==> config.mk <==
export PLATFORM = sky130hd
export DESIGN_NAME = led_blink_multi
export DESIGN_NICKNAME = d
export VERILOG_FILES = /design/src/rtl/led_blink_pkg.sv /design/src/rtl/led_blink_channel.sv /design/src/rtl/led_blink_multi.sv
export SDC_FILE = /design/constraint.sdc
export NUM_CORES = 1
export LEC_CHECK = 0
export ABC_AREA = 0
export CAP_MARGIN = 5
export CORE_MARGIN = 2
export CORE_UTILIZATION = 55
export CTS_CLUSTER_SIZE = 20
export DETAILED_ROUTE_END_ITERATION = 12
export PLACE_DENSITY_LB_ADDON = 0.05
export SETUP_SLACK_MARGIN = 0.1
export SYNTH_ARGS = -nofsm -noshare
export SYNTH_HDL_FRONTEND = slang
export SYNTH_SLANG_ARGS = --single-unit
==> constraint.sdc <==
create_clock -name i_clock -period 3.1 [get_ports i_clock]
set_input_delay 0.775 -clock i_clock [delete_from_list [all_inputs] [get_ports i_clock]]
set_output_delay 0.775 -clock i_clock [all_outputs]
set_load 0.02 [all_outputs]
==> src/rtl/led_blink_pkg.sv <==
// Shared definitions for the multi-channel LED blinker: mode codes, channel
// FSM states and the rate-select to half-period divisor mapping.
package led_blink_pkg;

  localparam logic [1:0] MODE_OFF   = 2'd0;
  localparam logic [1:0] MODE_ON    = 2'd1;
  localparam logic [1:0] MODE_BLINK = 2'd2;
  localparam logic [1:0] MODE_BURST = 2'd3;

  typedef enum logic [2:0] {
    S_OFF,
    S_ON,
    S_BLINK,
    S_BURST,
    S_DONE
  } state_t;

  // Half-period length in clocks; never returns 0 so tiny clocks still toggle.
  function automatic int unsigned div_for(input int unsigned clk_hz,
                                          input logic [1:0]  rate_sel);
    int unsigned f_hz;
    int unsigned div;
    case (rate_sel)
      2'd0:    f_hz = 100;
      2'd1:    f_hz = 50;
      2'd2:    f_hz = 10;
      default: f_hz = 1;
    endcase
    div = clk_hz / (2 * f_hz);
    return (div == 0) ? 1 : div;
  endfunction

endpackage

==> src/rtl/led_blink_channel.sv <==
// One LED channel: OFF/ON/BLINK/BURST behaviour with a rate select that is
// latched on mode entry and re-latched only at each half-period wrap.
module led_blink_channel
  import led_blink_pkg::*;
#(
  parameter int unsigned CLK_HZ    = 25000,
  parameter int unsigned BURST_LEN = 3
) (
  input  logic       i_clock,
  input  logic       i_reset_n,
  input  logic [1:0] i_mode,
  input  logic [1:0] i_rate_sel,
  output logic       o_led_drive,
  output logic       o_burst_done
);

  localparam int unsigned DIV_MAX = div_for(CLK_HZ, 2'd3);
  localparam int unsigned CW      = (DIV_MAX > 1) ? $clog2(DIV_MAX) : 1;
  localparam int unsigned BCW     = $clog2(BURST_LEN + 1);

  localparam logic [CW-1:0] LAST0 = CW'(div_for(CLK_HZ, 2'd0) - 1);
  localparam logic [CW-1:0] LAST1 = CW'(div_for(CLK_HZ, 2'd1) - 1);
  localparam logic [CW-1:0] LAST2 = CW'(div_for(CLK_HZ, 2'd2) - 1);
  localparam logic [CW-1:0] LAST3 = CW'(div_for(CLK_HZ, 2'd3) - 1);

  state_t           r_state, w_state_nxt;
  logic [CW-1:0]    r_cnt, w_cnt_nxt;
  logic             r_drive, w_drive_nxt;
  logic [BCW-1:0]   r_bcnt, w_bcnt_nxt;
  logic [1:0]       r_rate, w_rate_nxt;
  logic             r_done;
  logic [1:0]       w_cur_mode;
  logic [CW-1:0]    w_last;
  logic             w_wrap;

  always_comb begin
    w_cur_mode = MODE_OFF;
    case (r_state)
      S_ON:            w_cur_mode = MODE_ON;
      S_BLINK:         w_cur_mode = MODE_BLINK;
      S_BURST, S_DONE: w_cur_mode = MODE_BURST;
      default:         w_cur_mode = MODE_OFF;
    endcase
  end

  always_comb begin
    w_last = LAST3;
    case (r_rate)
      2'd0:    w_last = LAST0;
      2'd1:    w_last = LAST1;
      2'd2:    w_last = LAST2;
      default: w_last = LAST3;
    endcase
  end

  assign w_wrap = (r_cnt == w_last);

  // A mode differing from the current state's mode class is a fresh entry;
  // S_DONE belongs to the BURST class so it is left only by a real mode change.
  always_comb begin
    w_state_nxt = r_state;
    w_cnt_nxt   = r_cnt;
    w_drive_nxt = r_drive;
    w_bcnt_nxt  = r_bcnt;
    w_rate_nxt  = r_rate;
    if (i_mode != w_cur_mode) begin
      w_cnt_nxt   = '0;
      w_drive_nxt = (i_mode == MODE_ON);
      w_bcnt_nxt  = '0;
      w_rate_nxt  = i_rate_sel;
      case (i_mode)
        MODE_ON:    w_state_nxt = S_ON;
        MODE_BLINK: w_state_nxt = S_BLINK;
        MODE_BURST: w_state_nxt = S_BURST;
        default:    w_state_nxt = S_OFF;
      endcase
    end else if (r_state == S_BLINK || r_state == S_BURST) begin
      if (w_wrap) begin
        w_cnt_nxt   = '0;
        w_rate_nxt  = i_rate_sel;
        w_drive_nxt = ~r_drive;
        if (r_state == S_BURST && r_drive) begin
          if (r_bcnt == BCW'(BURST_LEN - 1)) begin
            w_state_nxt = S_DONE;
          end else begin
            w_bcnt_nxt = r_bcnt + 1'b1;
          end
        end
      end else begin
        w_cnt_nxt = r_cnt + 1'b1;
      end
    end
  end

  always_ff @(posedge i_clock or negedge i_reset_n) begin
    if (!i_reset_n) begin
      r_state <= S_OFF;
      r_cnt   <= '0;
      r_drive <= 1'b0;
      r_bcnt  <= '0;
      r_rate  <= '0;
      r_done  <= 1'b0;
    end else begin
      r_state <= w_state_nxt;
      r_cnt   <= w_cnt_nxt;
      r_drive <= w_drive_nxt;
      r_bcnt  <= w_bcnt_nxt;
      r_rate  <= w_rate_nxt;
      r_done  <= (w_state_nxt == S_DONE);
    end
  end

  assign o_led_drive  = r_drive;
  assign o_burst_done = r_done;

endmodule

==> src/rtl/led_blink_multi.sv <==
// Multi-channel LED blinker: slices the packed mode/rate buses, applies the
// global enable and instantiates one independent channel per LED.
module led_blink_multi
  import led_blink_pkg::*;
#(
  parameter int unsigned NUM_CH    = 4,
  parameter int unsigned CLK_HZ    = 25000,
  parameter int unsigned BURST_LEN = 3
) (
  input  logic                  i_clock,
  input  logic                  i_reset_n,
  input  logic                  i_enable,
  input  logic [2*NUM_CH-1:0]   i_mode,
  input  logic [2*NUM_CH-1:0]   i_rate_sel,
  output logic [NUM_CH-1:0]     o_led_drive,
  output logic [NUM_CH-1:0]     o_burst_done
);

  logic [2*NUM_CH-1:0] w_mode;

  // Disabled channels see OFF, so re-enabling is an ordinary mode entry.
  assign w_mode = i_enable ? i_mode : {NUM_CH{MODE_OFF}};

  for (genvar g = 0; g < NUM_CH; g++) begin : g_ch
    led_blink_channel #(
      .CLK_HZ    (CLK_HZ),
      .BURST_LEN (BURST_LEN)
    ) u_ch (
      .i_clock      (i_clock),
      .i_reset_n    (i_reset_n),
      .i_mode       (w_mode[2*g +: 2]),
      .i_rate_sel   (i_rate_sel[2*g +: 2]),
      .o_led_drive  (o_led_drive[g]),
      .o_burst_done (o_burst_done[g])
    );
  end

endmodule
### Word-level counts from Yosys, hierarchy flattened

Index checks and enable logic that the tools add are counted.

* flip-flop bits (word level): 92
* bits in latches: 0
* RAM bits: 0
* bits in read-only memories: 0
* input port bits: 19
* output and inout bits: 8
* logic and storage cells: 217
* memories: 0

* add/sub/neg operators: 8
* $mul: 0
* divide/modulo/power cells: 0
* magnitude comparators: 0
* equal/unequal tests: 56
* shift-type cells: 0
* multiplexer cells: 89
* bitwise logic cells: 4
* reduce and logical (&&, ||, !) cells: 36

Operators with widths (number)
* 14-bit two-way mux: 12
* 14-bit one-hot mux with 3 select lines: 4
* 2-bit two-way mux: 32
* 3-bit two-way mux: 20
* 14-bit by 1-bit adder with 14-bit output, second input constant: 4
* 14-bit equality test: 4
* 2-bit one-hot mux with 3 select lines: 8
* 2-bit equality test, second input constant: 16
* 3-bit by 2-bit equality test with 1-bit output, second input constant: 8
* 3-bit equality test, second input constant: 8
* 2-bit nonzero test: 12
* 2-bit by 1-bit equality test with 1-bit output, second input constant: 8
* 4-bit AND reduction: 4
* 3-bit by 1-bit equality test with 1-bit output, second input constant: 4
* 1-bit two-way mux: 12
* 2-bit by 1-bit adder with 2-bit output, second input constant: 4
* 2-bit zero test: 4
* 8-bit two-way mux: 1
* 2-bit by 1-bit inequality test with 1-bit output, second input constant: 4
* 2-bit inequality test: 4
* 2-bit AND reduction: 4
* 2-bit OR reduction: 4
* 1-bit logical AND: 4
* 1-bit logical OR: 4
* 1-bit NOT: 4

### Longest topological paths before layout

* depth after elaboration: 7
* gate-level depth with buffers: 9
* gate-level depth less buffers: 6

### Hierarchy

Synthesis repeated with hierarchy kept, for this count alone.

* cell total of the unflattened synthesis: 640
* area, all modules: 5858.1 um^2

By module, submodules not included
* led_blink_channel at g_ch[0].u_ch ...: instances 2, cells an instance 161, area each 1500.2 um^2, seq. area each 575.6 um^2
* led_blink_channel at g_ch[1].u_ch: instances 1, cells an instance 162, area each 1407.6 um^2, seq. area each 575.6 um^2
* led_blink_channel at g_ch[3].u_ch: instances 1, cells an instance 148, area each 1400.1 um^2, seq. area each 575.6 um^2
* led_blink_multi: instances 1, cells an instance 8, area each 50.0 um^2, seq. area each 0.0 um^2

### Least setup slack after synthesis

No wires, ideal clock.

* path type: input-to-reg
* from: in i_enable
* to: reg g_ch[2].u_ch.r_cnt[10]
* setup time: 0.121 ns
* arrival time: 2.226 ns
* required time: 2.979 ns
* slack: 0.753 ns
* stages on the path: 8
* path buffers: 3
* cells stage by stage: clkbuf_1 -> buf_2 -> nand2_1 -> o31ai_1 -> clkbuf_1 -> nor3_1 -> xnor2_1 -> nor2_1

* longest elaborated chain between the ends: 3
* elaborated cells on any way between the ends: 4
* classes of those cells: eq/ne (1); mux (2); reduce/logical (1)

Ends and longest elaborated chain
* start: declaration: RTL line led_blink_multi.sv:12 `input logic i_enable,`
* 8-bit two-way mux (*): RTL line led_blink_multi.sv:22 `assign w_mode = i_enable ? i_mode : {NUM_CH{MODE_OFF}};`
* 2-bit inequality test (*): RTL line led_blink_channel.sv:66 `if (i_mode != w_cur_mode) begin`
* 14-bit two-way mux or 2-bit nonzero test (tied branches)
* end signal: assignment: RTL line led_blink_channel.sv:105 `r_cnt <= w_cnt_nxt;`
* end: declaration: RTL line led_blink_channel.sv:27 `logic [CW-1:0] r_cnt, w_cnt_nxt;`

Mark *: on every way between the ends. The rest lies on a longest branch, timed or not.
A chain may end at the register's enable or synchronous reset.

### Worst setup path after layout

* from: in i_mode[1]
* to: reg g_ch[0].u_ch.r_cnt[11]

* longest elaborated chain between the ends: 3
* elaborated cells on any way between the ends: 4
* classes of those cells: eq/ne (1); mux (2); reduce/logical (1)

Ends and longest elaborated chain
* start: declaration: RTL line led_blink_multi.sv:13 `input logic [2*NUM_CH-1:0] i_mode,`
* 8-bit two-way mux (*): RTL line led_blink_multi.sv:22
* 2-bit inequality test (*): RTL line led_blink_channel.sv:66
* 14-bit two-way mux or 2-bit nonzero test (tied branches)
* end signal: assignment: RTL line led_blink_channel.sv:105
* end: declaration: RTL line led_blink_channel.sv:27

Marked as above.

==> out/qor.yml <==
run_status: "finished, final reports clean"
htree_num_levels: 3
ys_seq_area_share_pct: 41.9
stdcell_area_um2: 6070
critPathBufInv: 1
place_congestion: 0.867
die_h_um: 104
die_area_um2: 10800
hpwl_mm: 8.08
finalCriticalPeriod_ns: 2.59
wl_met3_um: 443
syn-num-nets: 638
globalRouteOverflowTotal: 0
synth.distinct_cells: 68
ys_seq_elements: 92
placed_cells: 751
syn_area_um2: 5500
firstDrtPassIters: 5
cap_violations: 0
grt_max_degree: 53
layout.cells.non_filler: 766
p_leak_nw: 2.45
ant_nets: 0
synth.area.top_cells: "dfrtp_1, nor2_1, xnor2_1"
wl_mm: 11.3
powerDensity_nw_per_um2: 506
fmax_mhz: 386
synth-main-ff-cell: "dfrtp_1"
grt_pass1_wl_mm: 19.6
cts.sinks: 92
fin_nets: 656
antenna_found_initial: 0
avgSynthCellArea_um2: 9.00
postCtsHoldBufs: 0
fp.coreArea_um2: 9730
final_core_util_pct: 62.3
cts.path.max_buffers: 2
layout_setup_ws_ns: 0.508
top_layer: "met4"
crit_type: "input pin to register"
clock_skew_ns: 0.0133
placed_area_um2: 5890
crit_path_start: "i_mode[1]"
yosysMostFrequentCell: "dfrtp_1"
total_power_mw: 3.07
finalHoldViolations: 0
cp_data_arrival_time_ns: 2.83
drt-wirelength-per-cell_um: 14.8
pre_cts_slack_ns: 0.147
r2r-start: "g_ch[0].u_ch.r_cnt[9]"
rsz0062_at_grt: "false"
wl_met2_mm: 5.22
synth_enable_flop_cells: 0
first_iter_violations: 223
slowest_stage: "clkdlybuf4s50_1"
crit_fanout: 8
grt_pass1_vias: 4174
path_delay_family: "simple AND/OR/NAND/NOR gates"
min_path_type: "input pin to asynchronous set/reset pin"
worst_pin_slew_ns: 0.663
ys_async_sr_fraction_pct: 100
max-slew-margin-rel_pct: 55.8
post_cts_buffers: 0
ys_warn_count: 0
port_buffers: 26
globalRouteTotalUtil_pct: 22.0
num_vias: 4447
ir_worst_vdd_uv: 212
required_ns: 3.34
fin_tns_setup_ns: 0
vias_per_cell: 5.81
drc: 0
clk_latency_ns: 0.37
synth_common_cells: "dfrtp_1, nor2_1, nand2_1, inv_1, xnor2_1"
met1_length_mm: 5.59
start_util_pct: 56.5
synth_cells: 611
layout-drive-gt1-share_pct: 7.90
cp_cell_sequence: "clkdlybuf4s50_1, or3b_2, a211o_1, and3_1, nand3_1, xor2_1, nor2_1"
clk_pin_slew_ns: 0.10
critPathLaunchType: "input pin"
synth_top_area_share_pct: 41.9
fin_crit_sh_pct: 83.6
num_rows: 36
antennaDiodeCount: 0
dieWidth_um: 104
cts-root-buf: "clkbuf_8"
cts_resized: 0
areaGrowthSynthToFinish_pct: 10.3
synth_area_leader_cell: "dfrtp_1"
drv_slew: 0
end_kind: "register"
max_stage_delay_ns: 0.54
setup_viol: 0
cts_tree: "yes"
cts_buffers: 9
hold_ws_ns: 0.441
ios: 27
==> where the power goes <==
group	switching (mW)	internal (mW)	total (mW)
logic	0.433	0.358	0.791
registers	0.208	1.30	1.51
clock network	0.437	0.329	0.766
==> sequential cells by signal, summed over array words and instances (netlist names) <==
signal and count:
g_ch.u_ch.o_burst_done 4, g_ch.u_ch.o_led_drive 4, g_ch.u_ch.r_bcnt 8, g_ch.u_ch.r_cnt 56
g_ch.u_ch.r_rate 8, g_ch.u_ch.r_state 12
==> cell families after synthesis <==
group | synth area share [%]
buf+inv | 5.57
simple gates | 26.8
flops | 41.9
mux | 2.71
xor+xnor | 8.44
compound gates | 12.8
fa+ha+maj | 1.82
==> layer usage <==
metal	GRT usage, %	vias up
met5	0	-
met4	5.79	0
met3	4.32	9
met2	34.4	82
met1	31.6	2172
li1	-	2184
==> area by class of cell <==
type                            count  area [um2]
Tap cell                          133         166
Fill cell                         868        3660
Clock buffer                       11         151
Sequential cell                    92        2300
Multi-Input combinational cell    449        2890
Timing Repair Buffer               44         405
Clock inverter                      4        25.0
Inverter                           33         124
==> worst paths after layout <==
| check | end | slack [ns] | cells after the start |
|---|---|---|---|
| setup / recovery | g_ch[0].u_ch.r_cnt[11] | 0.51 | 7 |
| hold / removal | g_ch[1].u_ch.o_led_drive | 0.44 | 1 |
| setup reg to reg | g_ch[0].u_ch.r_rate[1] | 0.57 | 5 |
| hold reg to reg | g_ch[0].u_ch.r_bcnt[0] | 0.53 | 2 |
| max in group asynchronous | g_ch[3].u_ch.r_cnt[12] | 2.00 | 2 |
| min in group i_clock | g_ch[0].u_ch.r_bcnt[0] | 0.53 | 2 |
==> layout by cell type, fill, tap and decap left out, types with 3 or more instances in the layout <==
cell,Yosys,layout
dfrtp_1,92,92
nor2_1,74,74
nand2_1,48,48
inv_1,33,33
xnor2_1,31,31
nand4_1,26,26
nand3_1,25,25
clkdlybuf4s50_1,0,25
o21ai_0,24,24
xor2_1,22,22
nor3_1,18,18
buf_4,10,18
and3_1,16,16
nor2b_1,15,15
o21a_1,12,12
a21oi_1,11,11
clkbuf_8,0,11
nor3b_1,8,8
nor4b_1,8,8
ha_1,8,8
or3_1,7,7
mux2i_1,7,7
o22ai_1,6,6
o211ai_1,5,5
a31oi_1,5,5
nand3b_1,4,4
mux2_1,4,4
or4b_1,3,3
a32oi_1,3,3
o31ai_1,3,3
and4_1,3,3
nand4b_1,3,3
o311a_1,3,3
mux2_2,3,3
No activity file was read; power rests on OpenSTA's default activity.
